`config.mk`:
```
export PLATFORM = sky130hd
export DESIGN_NAME = hash_mem_arbiter
export DESIGN_NICKNAME = d
export VERILOG_FILES = /design/src/rtl/hash_mem_arbiter.sv
export SDC_FILE = /design/constraint.sdc
export NUM_CORES = 1
export LEC_CHECK = 0
export BUFFER_PORTS_ARGS = -buffer_cell sky130_fd_sc_hd__buf_2
export CORE_AREA = 2 2 126 128
export DETAILED_ROUTE_END_ITERATION = 12
export DIE_AREA = 0 0 128 130
export PLACE_DENSITY = 0.48
export SLEW_MARGIN = 20
export SYNTH_ARGS = -nofsm -noshare
export SYNTH_HDL_FRONTEND = slang
export SYNTH_SLANG_ARGS = --single-unit
export TNS_END_PERCENT = 50
```
`constraint.sdc`:
```
create_clock -name clk -period 1.9 [get_ports clk]
set_input_delay 0.19 -clock clk [delete_from_list [all_inputs] [get_ports clk]]
set_output_delay 0.19 -clock clk [all_outputs]
set_load 0.005 [all_outputs]
```
`src/rtl/hash_mem_arbiter.sv`:
```
// rtl/hash_mem_arbiter.sv - round-robin arbiter sharing one memory port among N_REQ hash cores
// Optional grant hold limit enabled by defining HASH_ARB_TIMEOUT_EN.
module hash_mem_arbiter #(
  parameter int N_REQ    = 4,
  parameter int MAX_HOLD = 256
) (
  input  logic                  clk,
  input  logic                  reset,
  input  logic [N_REQ-1:0]      req,
  input  logic [N_REQ-1:0]      m_we,
  input  logic [16*N_REQ-1:0]   m_addr,
  input  logic [32*N_REQ-1:0]   m_wdata,
  output logic [N_REQ-1:0]      gnt,
  output logic [N_REQ-1:0]      rvalid,
  output logic [31:0]           rdata,
  output logic                  timeout,
  output logic                  mem_clk,
  output logic                  mem_we,
  output logic [15:0]           mem_addr,
  output logic [31:0]           mem_write_data,
  input  logic [31:0]           mem_read_data
);

  localparam int IW = (N_REQ > 1) ? $clog2(N_REQ) : 1;

  if (N_REQ < 2 || N_REQ > 8 || MAX_HOLD < 2 || MAX_HOLD > 65535) begin : g_param_check
    $error("hash_mem_arbiter: parameter out of range");
  end

  typedef enum logic [1:0] {IDLE, GRANT, HANDOVER} state_t;

  state_t            state_q, state_d;
  logic [IW-1:0]     owner_q, owner_d;
  logic [IW-1:0]     ptr_q, ptr_d;
  logic [N_REQ-1:0]  gnt_q, gnt_d;
  logic [N_REQ-1:0]  rvalid_q, rvalid_d;
  logic [15:0]       addr_q, addr_d;

  logic [15:0]       addr_arr  [N_REQ];
  logic [31:0]       wdata_arr [N_REQ];

  for (genvar g = 0; g < N_REQ; g++) begin : g_unpack
    assign addr_arr[g]  = m_addr[16*g +: 16];
    assign wdata_arr[g] = m_wdata[32*g +: 32];
  end

  logic        own_req;
  logic        own_we;
  logic [15:0] own_addr;
  logic [31:0] own_wdata;

  assign own_req   = req[owner_q];
  assign own_we    = m_we[owner_q];
  assign own_addr  = addr_arr[owner_q];
  assign own_wdata = wdata_arr[owner_q];

  // Search starts just after ptr, so the previous owner is always considered last.
  logic          win_found;
  logic [IW-1:0] win_idx;

  always_comb begin
    int idx;
    win_found = 1'b0;
    win_idx   = '0;
    idx       = 0;
    for (int k = 1; k <= N_REQ; k++) begin
      idx = (int'(ptr_q) + k) % N_REQ;
      if (!win_found && req[IW'(idx)]) begin
        win_found = 1'b1;
        win_idx   = IW'(idx);
      end
    end
  end

  logic hold_expired;
  logic preempt;

  assign preempt = (state_q == GRANT) && own_req && hold_expired;

`ifdef HASH_ARB_TIMEOUT_EN
  logic [15:0] hold_q, hold_d;
  logic        timeout_q;

  assign hold_d       = (state_q == GRANT) ? hold_q + 16'd1 : 16'd0;
  assign hold_expired = (hold_q == 16'(MAX_HOLD - 1));
  assign timeout      = timeout_q;

  always_ff @(posedge clk or posedge reset) begin
    if (reset) begin
      hold_q    <= 16'd0;
      timeout_q <= 1'b0;
    end else begin
      hold_q    <= hold_d;
      timeout_q <= preempt;
    end
  end
`else
  assign hold_expired = 1'b0;
  assign timeout      = 1'b0;
`endif

  always_comb begin
    state_d  = state_q;
    owner_d  = owner_q;
    ptr_d    = ptr_q;
    gnt_d    = gnt_q;
    rvalid_d = '0;
    addr_d   = addr_q;
    case (state_q)
      IDLE, HANDOVER: begin
        gnt_d   = '0;
        state_d = IDLE;
        if (win_found) begin
          state_d          = GRANT;
          owner_d          = win_idx;
          gnt_d[win_idx]   = 1'b1;
        end
      end
      GRANT: begin
        addr_d = own_addr;
        if (!own_we) rvalid_d = gnt_q;
        if (!own_req || preempt) begin
          state_d = HANDOVER;
          ptr_d   = owner_q;
          gnt_d   = '0;
        end
      end
      default: begin
        state_d = IDLE;
        gnt_d   = '0;
      end
    endcase
  end

  always_ff @(posedge clk or posedge reset) begin
    if (reset) begin
      state_q  <= IDLE;
      owner_q  <= '0;
      ptr_q    <= IW'(N_REQ - 1);
      gnt_q    <= '0;
      rvalid_q <= '0;
      addr_q   <= 16'd0;
    end else begin
      state_q  <= state_d;
      owner_q  <= owner_d;
      ptr_q    <= ptr_d;
      gnt_q    <= gnt_d;
      rvalid_q <= rvalid_d;
      addr_q   <= addr_d;
    end
  end

  // Memory side mirrors the owner combinationally; address holds between grants.
  assign mem_we         = (state_q == GRANT) && own_we;
  assign mem_addr       = (state_q == GRANT) ? own_addr : addr_q;
  assign mem_write_data = (state_q == GRANT) ? own_wdata : 32'd0;
  assign mem_clk        = clk;
  assign rdata          = mem_read_data;
  assign gnt            = gnt_q;
  assign rvalid         = rvalid_q;

endmodule

```
Word-level counts from Yosys, hierarchy flattened

Index checks and enable logic that the tools add are counted.

Flip-flop bits (word level): 30
Logic and storage cells: 77
Bits of input ports: 234

Eq/ne operators: 3
$add $sub $neg: 4
Order comparisons: 8
Reduce and logical (&&, ||, !) cells: 12
Muxes and demuxes: 42
Bitwise gates (word level): 2

Operators with widths:

| cell                                                                                | number |
|---|---|
| 32-bit 2-to-1 mux                                                                   | 3 |
| 32-bit binary-select mux with 2-bit select                                          | 1 |
| 16-bit 2-to-1 mux                                                                   | 3 |
| 16-bit binary-select mux with 2-bit select                                          | 1 |
| 2-bit by 4-bit less-than comparator with 1-bit output, second input constant        | 4 |
| 1-bit 2-to-1 mux                                                                    | 16 |
| 4-bit 2-to-1 mux                                                                    | 4 |
| 1-bit binary-select mux with 2-bit select                                           | 6 |
| 2-bit 2-to-1 mux                                                                    | 5 |
| 4-bit one-hot mux with 2 select lines                                               | 1 |
| 2-bit by 3-bit less-than comparator with 1-bit output, second input constant        | 2 |
| 1-bit logical AND                                                                   | 5 |
| 2-bit by 1-bit adder with 2-bit output, second input constant                       | 2 |
| 2-bit adder, second input constant                                                  | 2 |
| 2-bit one-hot mux with 2 select lines                                               | 1 |
| 2-bit AND reduction                                                                 | 2 |
| 3-bit greater-or-equal comparator, second input constant                            | 1 |
| 1-bit logical NOT                                                                   | 3 |
| 2-bit NOT with 3-bit output                                                         | 1 |
| 1-bit demux with 2-bit select                                                       | 1 |
| 2-bit by 1-bit equality test with 1-bit output, second input constant               | 1 |
| 2-bit equality test, second input constant                                          | 1 |
| 2-bit by 1-bit greater-or-equal comparator with 1-bit output, second input constant | 1 |
| 2-bit logical NOT                                                                   | 1 |
| 3 further kinds                                                                     | 3 |

Logic depth before layout (Yosys ltp)

Word-level depth: 20
Mapped depth: 5
Depth with buffers taken out: 4

==> results_dict.tcl <==
set metrics [dict create \
    outcome "complete, but fails checks" \
    violations "negative setup slack" \
    power_density_nw_per_um2 1600 \
    required_ns 1.71 \
    setup_total_negative_slack_ns -8.26 \
    layout_commonest_cell "buf_2" \
    setup_viol 50 \
    worst_slack_ns -0.207 \
    syn_area_per_cell_um2 11.1 \
    max_stage_delay_ns 0.51 \
    cp-end-kind "output pin" \
    drv_slew 0 \
    grt_pass1_wl_mm 15.8 \
    synthToLayoutAreaGrowth_pct 70.5 \
    die_area_um2 16600 \
    hpwl_mm 8.34 \
    yosysSeqAreaShare_pct 26.0 \
    final_cell_mix "buf_2 (233), mux4_2 (50), nand2_1 (39)" \
    fmax_mhz 475 \
    initial_core_util_pct 18.8 \
    path_max_fanout 8 \
    wirelength_mm 11.1 \
    critPathSlowestCell "dfrtp_4" \
    cp.arrival_ns 1.92 \
    fillerInstances 1616 \
    hold_violations 0 \
    antenna_found_initial 0 \
    power_mw 7.89 \
    gp_congestion 0.741 \
    finalNetCount 737 \
    io_buffers 259 \
    core_area_um2 15400 \
    drtIter0Drc 69 \
    grt_pass1_vias 3107 \
    ys_warn_count 0 \
    yosysUniqueCellTypes 30 \
    routedWlPerCell_um 15.9 \
    multi_input_comb_area_um2 1880 \
    die-width_um 128 \
    die_y_um 130 \
    rsz0062_at_grt "yes" \
    grt_start_max_net_pins 41 \
    p_leak_nw 2.49 \
    vias 3010 \
    start_kind "flip-flop" \
    cap_violations 0 \
    grt_use_total_pct 12.3 \
    num_io_pins 325 \
    first_pass_iters 4 \
    min_period_ns 2.11 \
    path_clk_slew_ns 0.06 \
    period_share_pct 111 \
    regArea_um2 758 \
    grt_overflow 0 \
    synth_fp_nets 496 \
    tritoncts "built" \
    vias_per_cell 4.32 \
    post-route-drc-count 0 \
    hold_path.class "primary input to flip-flop" \
    max-vdd-ir-drop_mv 0.501 \
    path_class "flip-flop to output pin" \
    syn_inst 262 \
    worstSkewPairLatency_ns 0.39 \
    ant_nets 0 \
    diodes 0 \
    syn_area_um2 2900 \
    drive_gt1_share_pct 78.2 \
    finClkSkew_ns 0.00810 \
    crit_chain "buf_12 -> buf_16 -> mux4_2 -> and2_4 -> buf_6" \
    core.rowCount 46 \
    synth-seq-cells 30 \
]
[critical path: cells and delay by family (launching register included)]
family	cells	cell delay, ns
buffers and inverters	3	0.41
multiplexers	1	0.45
AND/OR/NAND/NOR	1	0.16
flip-flops	1	0.51
[cell type report]
type / instances / area share [%]
well taps: 192 / 4.86
clock buffers: 10 / 4.43
flip-flops and latches: 30 / 15.3
multi-input cells: 175 / 38.0
inverters: 3 / 0.228
clock inverters: 2 / 0.253
repair buffers: 284 / 36.9
[power breakdown]
group	total (mW)	switching [mW]	internal (mW)
sequential	1.13	0.167	0.961
combinational	5.63	2.31	3.33
clock	1.13	0.333	0.799
[sequential cells by signal (all words and copies together) (netlist names)]
| register | count |
|---|---|
| addr_q | 16 |
| state_q | 2 |
| gnt | 4 |
| rvalid | 4 |
| ptr_q | 2 |
| owner_q | 2 |
[cell usage after synthesis]
| master | number | share of area [%] |
|---|---|---|
| o31ai_1 | 2 | 0.52 |
| nor4_1 | 1 | 0.22 |
| nand2b_1 | 3 | 0.65 |
| buf_6 | 1 | 0.39 |
| a31o_1 | 1 | 0.30 |
| mux2_2 | 1 | 0.39 |
| nor2_1 | 6 | 0.78 |
| a21o_1 | 1 | 0.26 |
| a21oi_1 | 4 | 0.69 |
| and2_1 | 33 | 7.1 |
| buf_4 | 38 | 9.8 |
| o22ai_1 | 1 | 0.22 |
| dfrtp_1 | 28 | 24 |
| conb_1 | 1 | 0.13 |
| nor2b_1 | 1 | 0.22 |
| mux4_2 | 50 | 39 |
| clkbuf_1 | 5 | 0.65 |
| o21ai_1 | 2 | 0.34 |
| a311oi_2 | 1 | 0.52 |
| and3_1 | 1 | 0.22 |
| nor2_4 | 1 | 0.39 |
| nand2_1 | 59 | 7.6 |
| or3_1 | 1 | 0.22 |
| a32o_1 | 1 | 0.34 |
| mux2_4 | 1 | 0.52 |
| buf_2 | 10 | 1.7 |
| nand3_1 | 2 | 0.34 |
| nor3b_1 | 1 | 0.26 |
| dfstp_2 | 2 | 1.8 |
| inv_1 | 3 | 0.39 |
[routing by layer]
layer	vias to the layer above	wire, µm	GRT usage (%)
met2	157	6240	24.6
met3	17	641	2.17
met1	1438	4040	13.3
met4	0	146	3.30
met5	-	0	0
li1	1398	-	-
[final timing paths]
path                       startpoint    endpoint  slack, ns  cells after the start
setup / recovery           owner_q[0]      mem_we      -0.21                      5
hold / removal             m_addr[37]   addr_q[5]       0.24                      4
setup reg to reg           owner_q[0]    ptr_q[1]      -0.01                      6
hold reg to reg            addr_q[14]  addr_q[14]       0.47                      2
max in group asynchronous       reset    ptr_q[1]       1.13                      4
min in group asynchronous       reset   addr_q[4]       0.44                      4
[stage by stage]
step | setup slack (ns) | instance area (µm²) | instances | hold WS, ns | utilization [%]
6_report | -0.207 | 4950 | 696 | 0.241 | 32.1
5_1_grt | -0.264 | 4950 | 696 | 0.264 | 32.1
4_1_cts | -0.224 | 4690 | 689 | 0.239 | 30.4
3_5_place_dp | 0.132 | 4200 | 668 | 0.273 | 27.2
3_3_place_gp | 0.167 | 4200 | 668 | 0.273 | 27.2
2_1_floorplan | 0.329 | 2900 | 262 | 0.271 | -
[repair_timing]
item	CTS	global route
buffers inserted	6	6
hold buffers	1	0
gates cloned	4	1
pin swaps	24	16
setup endpoints to repair	49	49
hold endpoints to repair	28	0
resized for setup	26	47
[logic make-up after synthesis]
group,synth area share (%)
multiplexers,39.7
other,0.129
AO/OA/AOI/OAI,3.19
AND/OR/NAND/NOR,18.0
buffers and inverters,13.0
flip-flops,26.0
Power figures use the tool's default switching activity.
